==> src/rtl/instr_fetch_pkg.sv <==
// rtl/instr_fetch_pkg.sv - shared cpu types and width defaults for fetch, ROM and decode
package instr_fetch_pkg;

    localparam int ADDR_WIDTH_DEF  = 11;
    localparam int INSTR_WIDTH_DEF = 9;

    localparam logic [INSTR_WIDTH_DEF-1:0] HALT_INSTR_DEF = {INSTR_WIDTH_DEF{1'b1}};

    typedef enum logic [1:0] {
        IDLE   = 2'd0,
        RUN    = 2'd1,
        HALTED = 2'd2
    } fetch_state_t;

endpackage

==> src/rtl/instr_fetch.sv <==
// rtl/instr_fetch.sv - fetch stage: PC, ROM addressing, fetch/decode register, branch squash, halt
module instr_fetch
    import instr_fetch_pkg::*;
#(
    parameter int                      ADDR_WIDTH  = ADDR_WIDTH_DEF,
    parameter int                      INSTR_WIDTH = INSTR_WIDTH_DEF,
    parameter logic [ADDR_WIDTH-1:0]   START_ADDR  = '0,
    parameter logic [INSTR_WIDTH-1:0]  HALT_INSTR  = {INSTR_WIDTH{1'b1}}
) (
    input  logic                   clk,
    input  logic                   reset,
    input  logic                   start,
    input  logic                   stall,
    input  logic                   branch_taken,
    input  logic [ADDR_WIDTH-1:0]  branch_target,
    output logic [ADDR_WIDTH-1:0]  instr_addr,
    input  logic [INSTR_WIDTH-1:0] instr_in,
    output logic [INSTR_WIDTH-1:0] instr_out,
    output logic [ADDR_WIDTH-1:0]  instr_pc,
    output logic                   instr_valid,
    output logic                   done,
    output logic [15:0]            instr_count
);

    fetch_state_t           state, state_n;
    logic [ADDR_WIDTH-1:0]  pc, pc_n;
    logic [INSTR_WIDTH-1:0] instr_out_n;
    logic [ADDR_WIDTH-1:0]  instr_pc_n;
    logic                   instr_valid_n;
    logic                   done_n;
    logic [15:0]            instr_count_n;

    // The ROM is combinational, so its address is simply the PC register.
    assign instr_addr = pc;

    // Next-state and next-output decode; every register holds unless a case below updates it.
    always_comb begin
        state_n       = state;
        pc_n          = pc;
        instr_out_n   = instr_out;
        instr_pc_n    = instr_pc;
        instr_valid_n = instr_valid;
        done_n        = done;
        instr_count_n = instr_count;
        case (state)
            IDLE: begin
                if (start) begin
                    state_n       = RUN;
                    pc_n          = START_ADDR;
                    instr_count_n = '0;
                end
            end
            RUN: begin
                if (!stall) begin
                    if (branch_taken) begin
                        // The word at pc is on the wrong path; drop it and redirect.
                        pc_n          = branch_target;
                        instr_valid_n = 1'b0;
                    end else begin
                        instr_out_n   = instr_in;
                        instr_pc_n    = pc;
                        instr_valid_n = 1'b1;
                        instr_count_n = instr_count + 16'd1;
                        if (instr_in == HALT_INSTR) begin
                            state_n = HALTED;
                            done_n  = 1'b1;
                        end else begin
                            pc_n = pc + 1'b1;
                        end
                    end
                end
            end
            HALTED: begin
                // The halt word was shown for exactly one cycle on entry.
                instr_valid_n = 1'b0;
                if (start) begin
                    state_n       = RUN;
                    pc_n          = START_ADDR;
                    instr_count_n = '0;
                    done_n        = 1'b0;
                end
            end
            default: begin
                state_n = IDLE;
            end
        endcase
    end

    // Single register bank for state, PC and the fetch/decode register.
    always_ff @(posedge clk or posedge reset) begin
        if (reset) begin
            state       <= IDLE;
            pc          <= '0;
            instr_out   <= '0;
            instr_pc    <= '0;
            instr_valid <= 1'b0;
            done        <= 1'b0;
            instr_count <= '0;
        end else begin
            state       <= state_n;
            pc          <= pc_n;
            instr_out   <= instr_out_n;
            instr_pc    <= instr_pc_n;
            instr_valid <= instr_valid_n;
            done        <= done_n;
            instr_count <= instr_count_n;
        end
    end

endmodule

==> config.mk <==
export PLATFORM = sky130hd
export DESIGN_NAME = instr_fetch
export DESIGN_NICKNAME = d
export VERILOG_FILES = /design/src/rtl/instr_fetch_pkg.sv /design/src/rtl/instr_fetch.sv
export SDC_FILE = /design/constraint.sdc
export NUM_CORES = 1
export LEC_CHECK = 0
export ABC_AREA = 1
export CAP_MARGIN = 20
export CORE_ASPECT_RATIO = 2
export CORE_MARGIN = 2
export CORE_UTILIZATION = 24
export CTS_CLUSTER_SIZE = 16
export DETAILED_ROUTE_END_ITERATION = 8
export PLACE_DENSITY = 0.47
export SYNTH_ARGS = -nofsm -noshare
export SYNTH_HDL_FRONTEND = slang
export SYNTH_SLANG_ARGS = --single-unit
==> constraint.sdc <==
create_clock -name clk -period 1.75 [get_ports clk]
set_input_delay 0.2625 -clock clk [delete_from_list [all_inputs] [get_ports clk]]
set_output_delay 0.2625 -clock clk [all_outputs]
set_load 0.02 [all_outputs]
Word-level counts from Yosys, hierarchy flattened
Cells that the tools add are included.
W data, S select, Z words.
{"block": "classes", "eq_ne": 9, "reduce_logical": 10, "n_mul": 0, "shifts": 0, "n_mux": 22, "n_addsub": 2, "bitwise_logic": 2, "div_mod_pow": 0, "magnitude_cmp": 0}
{"cell": "$mux W16", "count": 3}
{"cell": "$mux W11", "count": 4}
{"cell": "$pmux W16 S2", "count": 1}
{"cell": "$pmux W11 S2", "count": 1}
{"cell": "$add A16 B1 Y16 const B", "count": 1}
{"cell": "$reduce_and A4 Y1", "count": 3}
{"cell": "$add A11 B1 Y11 const B", "count": 1}
{"cell": "$eq A9 B9 Y1 const B", "count": 1}
{"cell": "$mux W2", "count": 4}
{"cell": "$ne A2 B2 Y1 const B", "count": 4}
{"cell": "$mux W1", "count": 6}
{"cell": "$reduce_and A5 Y1", "count": 1}
{"cell": "$pmux W1 S2", "count": 2}
{"cell": "$pmux W2 S2", "count": 1}
{"cell": "$reduce_bool A2 Y1", "count": 2}
{"cell": "$ne A3 B3 Y1 const B", "count": 1}
{"cell": "$reduce_and A3 Y1", "count": 1}
{"cell": "$eq A2 B1 Y1 const B", "count": 1}
{"cell": "$eq A2 B2 Y1 const B", "count": 1}
{"cell": "$logic_not A2 Y1", "count": 1}
{"cell": "$ne A2 B1 Y1 const B", "count": 1}
{"cell": "$not A1 Y1", "count": 2}
{"cell": "$reduce_and A2 Y1", "count": 1}
{"cell": "$reduce_or A2 Y1", "count": 1}
{"block": "totals", "out_inout_bits": 49, "ramBits": 0, "latch_bits": 0, "mem_count": 0, "reg_bits": 51, "mem_bits_ro": 0}

Logic depth before layout (Yosys ltp)
{"block": "depth", "word_depth": 5, "ltp_mapped": 10, "depth_no_buf": 10}

Least setup slack after synthesis
OpenSTA, ideal clock, no wires.
{"block": "synth_path", "path_type": "reg2reg", "from": "register instr_count[0]", "to": "register instr_count[10]", "n_path_buf": 0, "path_stages_with_launch": 9, "t_arrival_ns": 1.442, "setup_ns": 0.117, "required_time_ns": 1.633, "setup_slack_ns": 0.191, "cell_sequence": "dfrtp_1 ha_1 inv_1 nor2_1 nand2_1 nor2_2 nand2_1 nor2_1 nor2_1"}
{"block": "synth_between", "elab_chain_len": 4}
{"element": "start: declaration", "line_no": "instr_fetch.sv:22", "rtl": "output logic [15:0] instr_count"}
{"element": "start signal: assignment", "line_no": "instr_fetch.sv:106", "rtl": "instr_count <= instr_count_n;"}
{"element": "$add A16 B1 Y16", "line_no": "instr_fetch.sv:63", "rtl": "instr_count_n = instr_count + 16'd1;"}
{"element": "$mux W16", "line_no": "instr_fetch.sv:55", "rtl": "if (branch_taken) begin"}
{"element": "$mux W16", "line_no": "instr_fetch.sv:54", "rtl": "if (!stall) begin"}
{"element": "$pmux W16 S2", "line_no": "instr_fetch.sv:45", "rtl": "case (state)"}
No other way between the ends. The select of a mux whose other input is x is not followed.
A chain may end at the register's enable or synchronous reset.

Worst setup path after layout
{"block": "layout_path", "from": "register pc[2], in the netlist instr_addr[2]", "to": "output port instr_addr[2]"}
{"element": "start: declaration", "line_no": "instr_fetch.sv:26", "rtl": "logic [ADDR_WIDTH-1:0] pc, pc_n;"}
{"element": "start signal: assignment", "line_no": "instr_fetch.sv:101", "rtl": "pc <= pc_n;"}
{"element": "end: declaration", "line_no": "instr_fetch.sv:16", "rtl": "output logic [ADDR_WIDTH-1:0] instr_addr,"}
No word-level cell between the ends.

==> results.tsv <==
stage	metric	value	unit
cells_and_area	antenna_cells	0	
power_and_ir_drop	clockPowerShare	26.1	%
clock_network	hold_buffers	0	
placed_design	postPlaceCellArea	0.00374	sq mm
critical_path	cp.arrival	1430	ps
timing	hold_violations	0	
global_route	grtUsageTotal	15.4	%
global_route	top_usage_layer	met2	
yosys	ys_types	31	
critical_path	end_kind	output port	
timing	drv_slew	0	
timing	maxSlewHeadroom	66.3	%
route	drt_pass1_iterations	4	
floorplanning	start_util	24.5	%
outcome	status	complete, no violations	
global_route	grt_pass1_vias	2840	
clock_network	clk_pin_slew_worst_paths	70	ps
floorplanning	die_w	79.7	um
critical_path	critPathKind	flip-flop to output port	
timing	rsz0062_at_grt	no	
cells_and_area	area_delta_synth_final	41.7	%
critical_path	crit_path_start_kind	flip-flop	
clock_network	clock_path_buffers	2	
floorplanning	die_area	0.0124	sq mm
timing	worst_pin_slew	505	ps
yosys	synth_top_cell_area_share	46.4	%
timing	finClkSkew	10.9	ps
route	via_count	2702	
worst_hold_path	hold_class	input port to async pin	
job	cap_viol_max_count	0	
clock_network	clockRootBuffer	clkbuf_16	
route	wl_per_cell	14.8	um
critical_path	critPathTopFamily	buffers and inverters	
clock_network	cts_resized	0	
global_route	grt_use_met3	1.91	%
cells_and_area	fill_cells	1180	
floorplanning	fp.dieH	155	um
cells_and_area	drive_above_1_share	9.78	%
power_and_ir_drop	pwr_density_cell	1010	mW/mm^2
floorplanning	core-area	0.0112	sq mm
placed_design	place_hpwl	7000	um
yosys	ys_seq_area_share	46.4	%
global_route	antenna_found_initial	0	
power_and_ir_drop	p_seq_share	41.0	%
placed_design	gp_congestion	0.901	
global_route	grt_max_degree	33	
yosys	synth_fp_nets	399	
critical_path	worst-endpoint-required	1490	ps
clock_network	cts_tree	built	
global_route	grt_use_met2	29.0	%
route	drc	0	
critical_path	path_max_fanout	6	
critical_path	critPathSlowestCell	clkdlybuf4s50_1	
yosys	synth_area	0.00275	sq mm
yosys	synth-seq-cells	51	
power_and_ir_drop	switching_share	35.1	%
yosys	yosys_warnings	0	
power_and_ir_drop	p_leak	1.85	nW
clock_network	cts_buffers	5	
clock_network	postCtsSetupBuffers	0	
power_and_ir_drop	ir_worst_vdd	0.408	mV
global_route	grt_util_met1	16.3	%
power_and_ir_drop	power	3.92	mW
cells_and_area	fin_nets	486	
global_route	grt_pass1_wl	14600	um
power_and_ir_drop	combPwrFrac	32.8	%
route	via_per_inst	4.49	
route	ant_nets	0	
critical_path	r2r_cells	8	
critical_path	crit_chain	clkdlybuf4s50_1	
cells_and_area	design_area	0.00389	sq mm
timing	setup_viol	0	
global_route	overflow	0	
yosys	synth_area_leaders	dfrtp_1 (46%), nand2_1 (19%), nand3_1 (5.3%)	
critical_path	r2r_slack	220	ps
clock_network	insertion_delay	300	ps
clock_network	htree_levels	2	
power_and_ir_drop	switchingPower	1.38	mW
route	drt_iter0_drc	136	
timing	period_needed	1700	ps
timing	fin_crit_sh	97.0	%
timing	max_freq	589	MHz
critical_path	cp.depth	1	
critical_path	worst-path-buf-inv	1	
placed_design	port_buffers	73	
yosys	synth_top_area_cell	dfrtp_1	
clock_network	cts.sinks	51	
floorplanning	rows	55	
floorplanning	ioPinCount	74	
yosys	synth.avg_cell_area	7.39	sq um
yosys	syn-instance-count	372	
timing	fin_tns_setup	0	ps
route	wl	8890	um
power_and_ir_drop	internal_power	2.54	mW
critical_path	critPathMaxStageDelay	660	ps
-- routing by layer --
metal	vias to the layer above	part of all wire, %
met3	14	2.7
li1	1362	-
met1	1273	38
met4	0	3.5
met5	-	0
met2	53	56
-- power by group through the flow --
stage	Sequential, mW	Clock [mW]	Combinational [mW]
final	1.61	1.02	1.29
after global routing	1.65	1.09	1.42
after CTS	1.62	1.07	1.31
after detailed placement	1.64	0	1.30
after global placement	1.63	0	1.29
after floorplan	1.81	0	0.430
-- layout make-up --
type | instances | area, sq um | area share [%]
tap | 142 | 178 | 4.56
clock buffer | 7 | 143 | 3.66
multi-input combinational | 272 | 1270 | 32.7
sequential | 51 | 1280 | 32.8
inverter | 40 | 150 | 3.86
timing repair buffer | 89 | 866 | 22.2
clock inverter | 1 | 8.76 | 0.225
-- state kept, by name, indices dropped and copies added (netlist names) --
register     flops
instr_addr      11
instr_valid      1
instr_count     16
instr_out        9
done             1
state            2
instr_pc        11
-- stage by stage --
stage               hold slack (ps)  setup slack (ps)  cells  util (%)
floorplan                       356               191    372         -
global placement                456              33.6    594      33.3
detailed placement              460              40.6    594      33.3
CTS                             220              9.90    602      34.7
global route                    226              1.97    602      34.7
finish                          215              53.3    602      34.7
-- synthesized netlist by cell type, drive strengths merged --
| master | count |
|---|---|
| o21bai | 3 |
| a211oi | 1 |
| inv | 40 |
| a31o | 1 |
| dfrtp | 51 |
| a22o | 1 |
| o31ai | 1 |
| xnor2 | 1 |
| clkbuf | 1 |
| o2111ai | 1 |
| o21ai | 29 |
| a21oi | 1 |
| nand3 | 29 |
| nor2 | 39 |
| nand4 | 14 |
| mux2i | 1 |
| buf | 8 |
| or2 | 3 |
| nand2 | 142 |
| xor2 | 1 |
| ha | 2 |
| a31oi | 2 |
-- kinds of logic after synthesis --
| group | after synthesis | synth area share, % |
|---|---|---|
| and+or+nand+nor | 227 | 35.7 |
| adders and majority gates | 2 | 0.911 |
| buffers and inverters | 49 | 7.38 |
| xor gates and xnor gates | 2 | 0.638 |
| AOI/OAI and AO/OA | 40 | 8.56 |
| muxes | 1 | 0.364 |
| DFF | 51 | 46.4 |
-- layout by cell type, fill, tap and decap left out, drive strengths merged --
cell type,netlist,layout
nand2,142,142
clkdlybuf4s50,0,72
dfrtp,51,51
inv,40,40
nor2,39,39
nand3,29,29
o21ai,29,29
buf,8,16
nand4,14,14
clkbuf,1,7
or2,3,3
o21bai,3,3
a31oi,2,2
ha,2,2
o2111ai,1,1
a21oi,1,1
a22o,1,1
xor2,1,1
o31ai,1,1
a211oi,1,1
xnor2,1,1
mux2i,1,1
a31o,1,1
clkinv,0,1
dlymetal6s2s,0,1
-- worst paths after layout --
kind	start	endpoint
max in group asynchronous	reset	instr_addr[8]$_DFFE_PP0P_
min reg2reg	instr_out[4]$_DFFE_PP0P_	instr_out[4]$_DFFE_PP0P_
max reg2reg	instr_count[1]$_DFFE_PP0P_	instr_count[10]$_DFFE_PP0P_
min	reset	instr_count[15]$_DFFE_PP0P_
max	instr_addr[2]$_DFFE_PP0P_	instr_addr[2]
min in group clk	instr_out[4]$_DFFE_PP0P_	instr_out[4]$_DFFE_PP0P_
No activity file was read; power rests on OpenSTA's default activity.
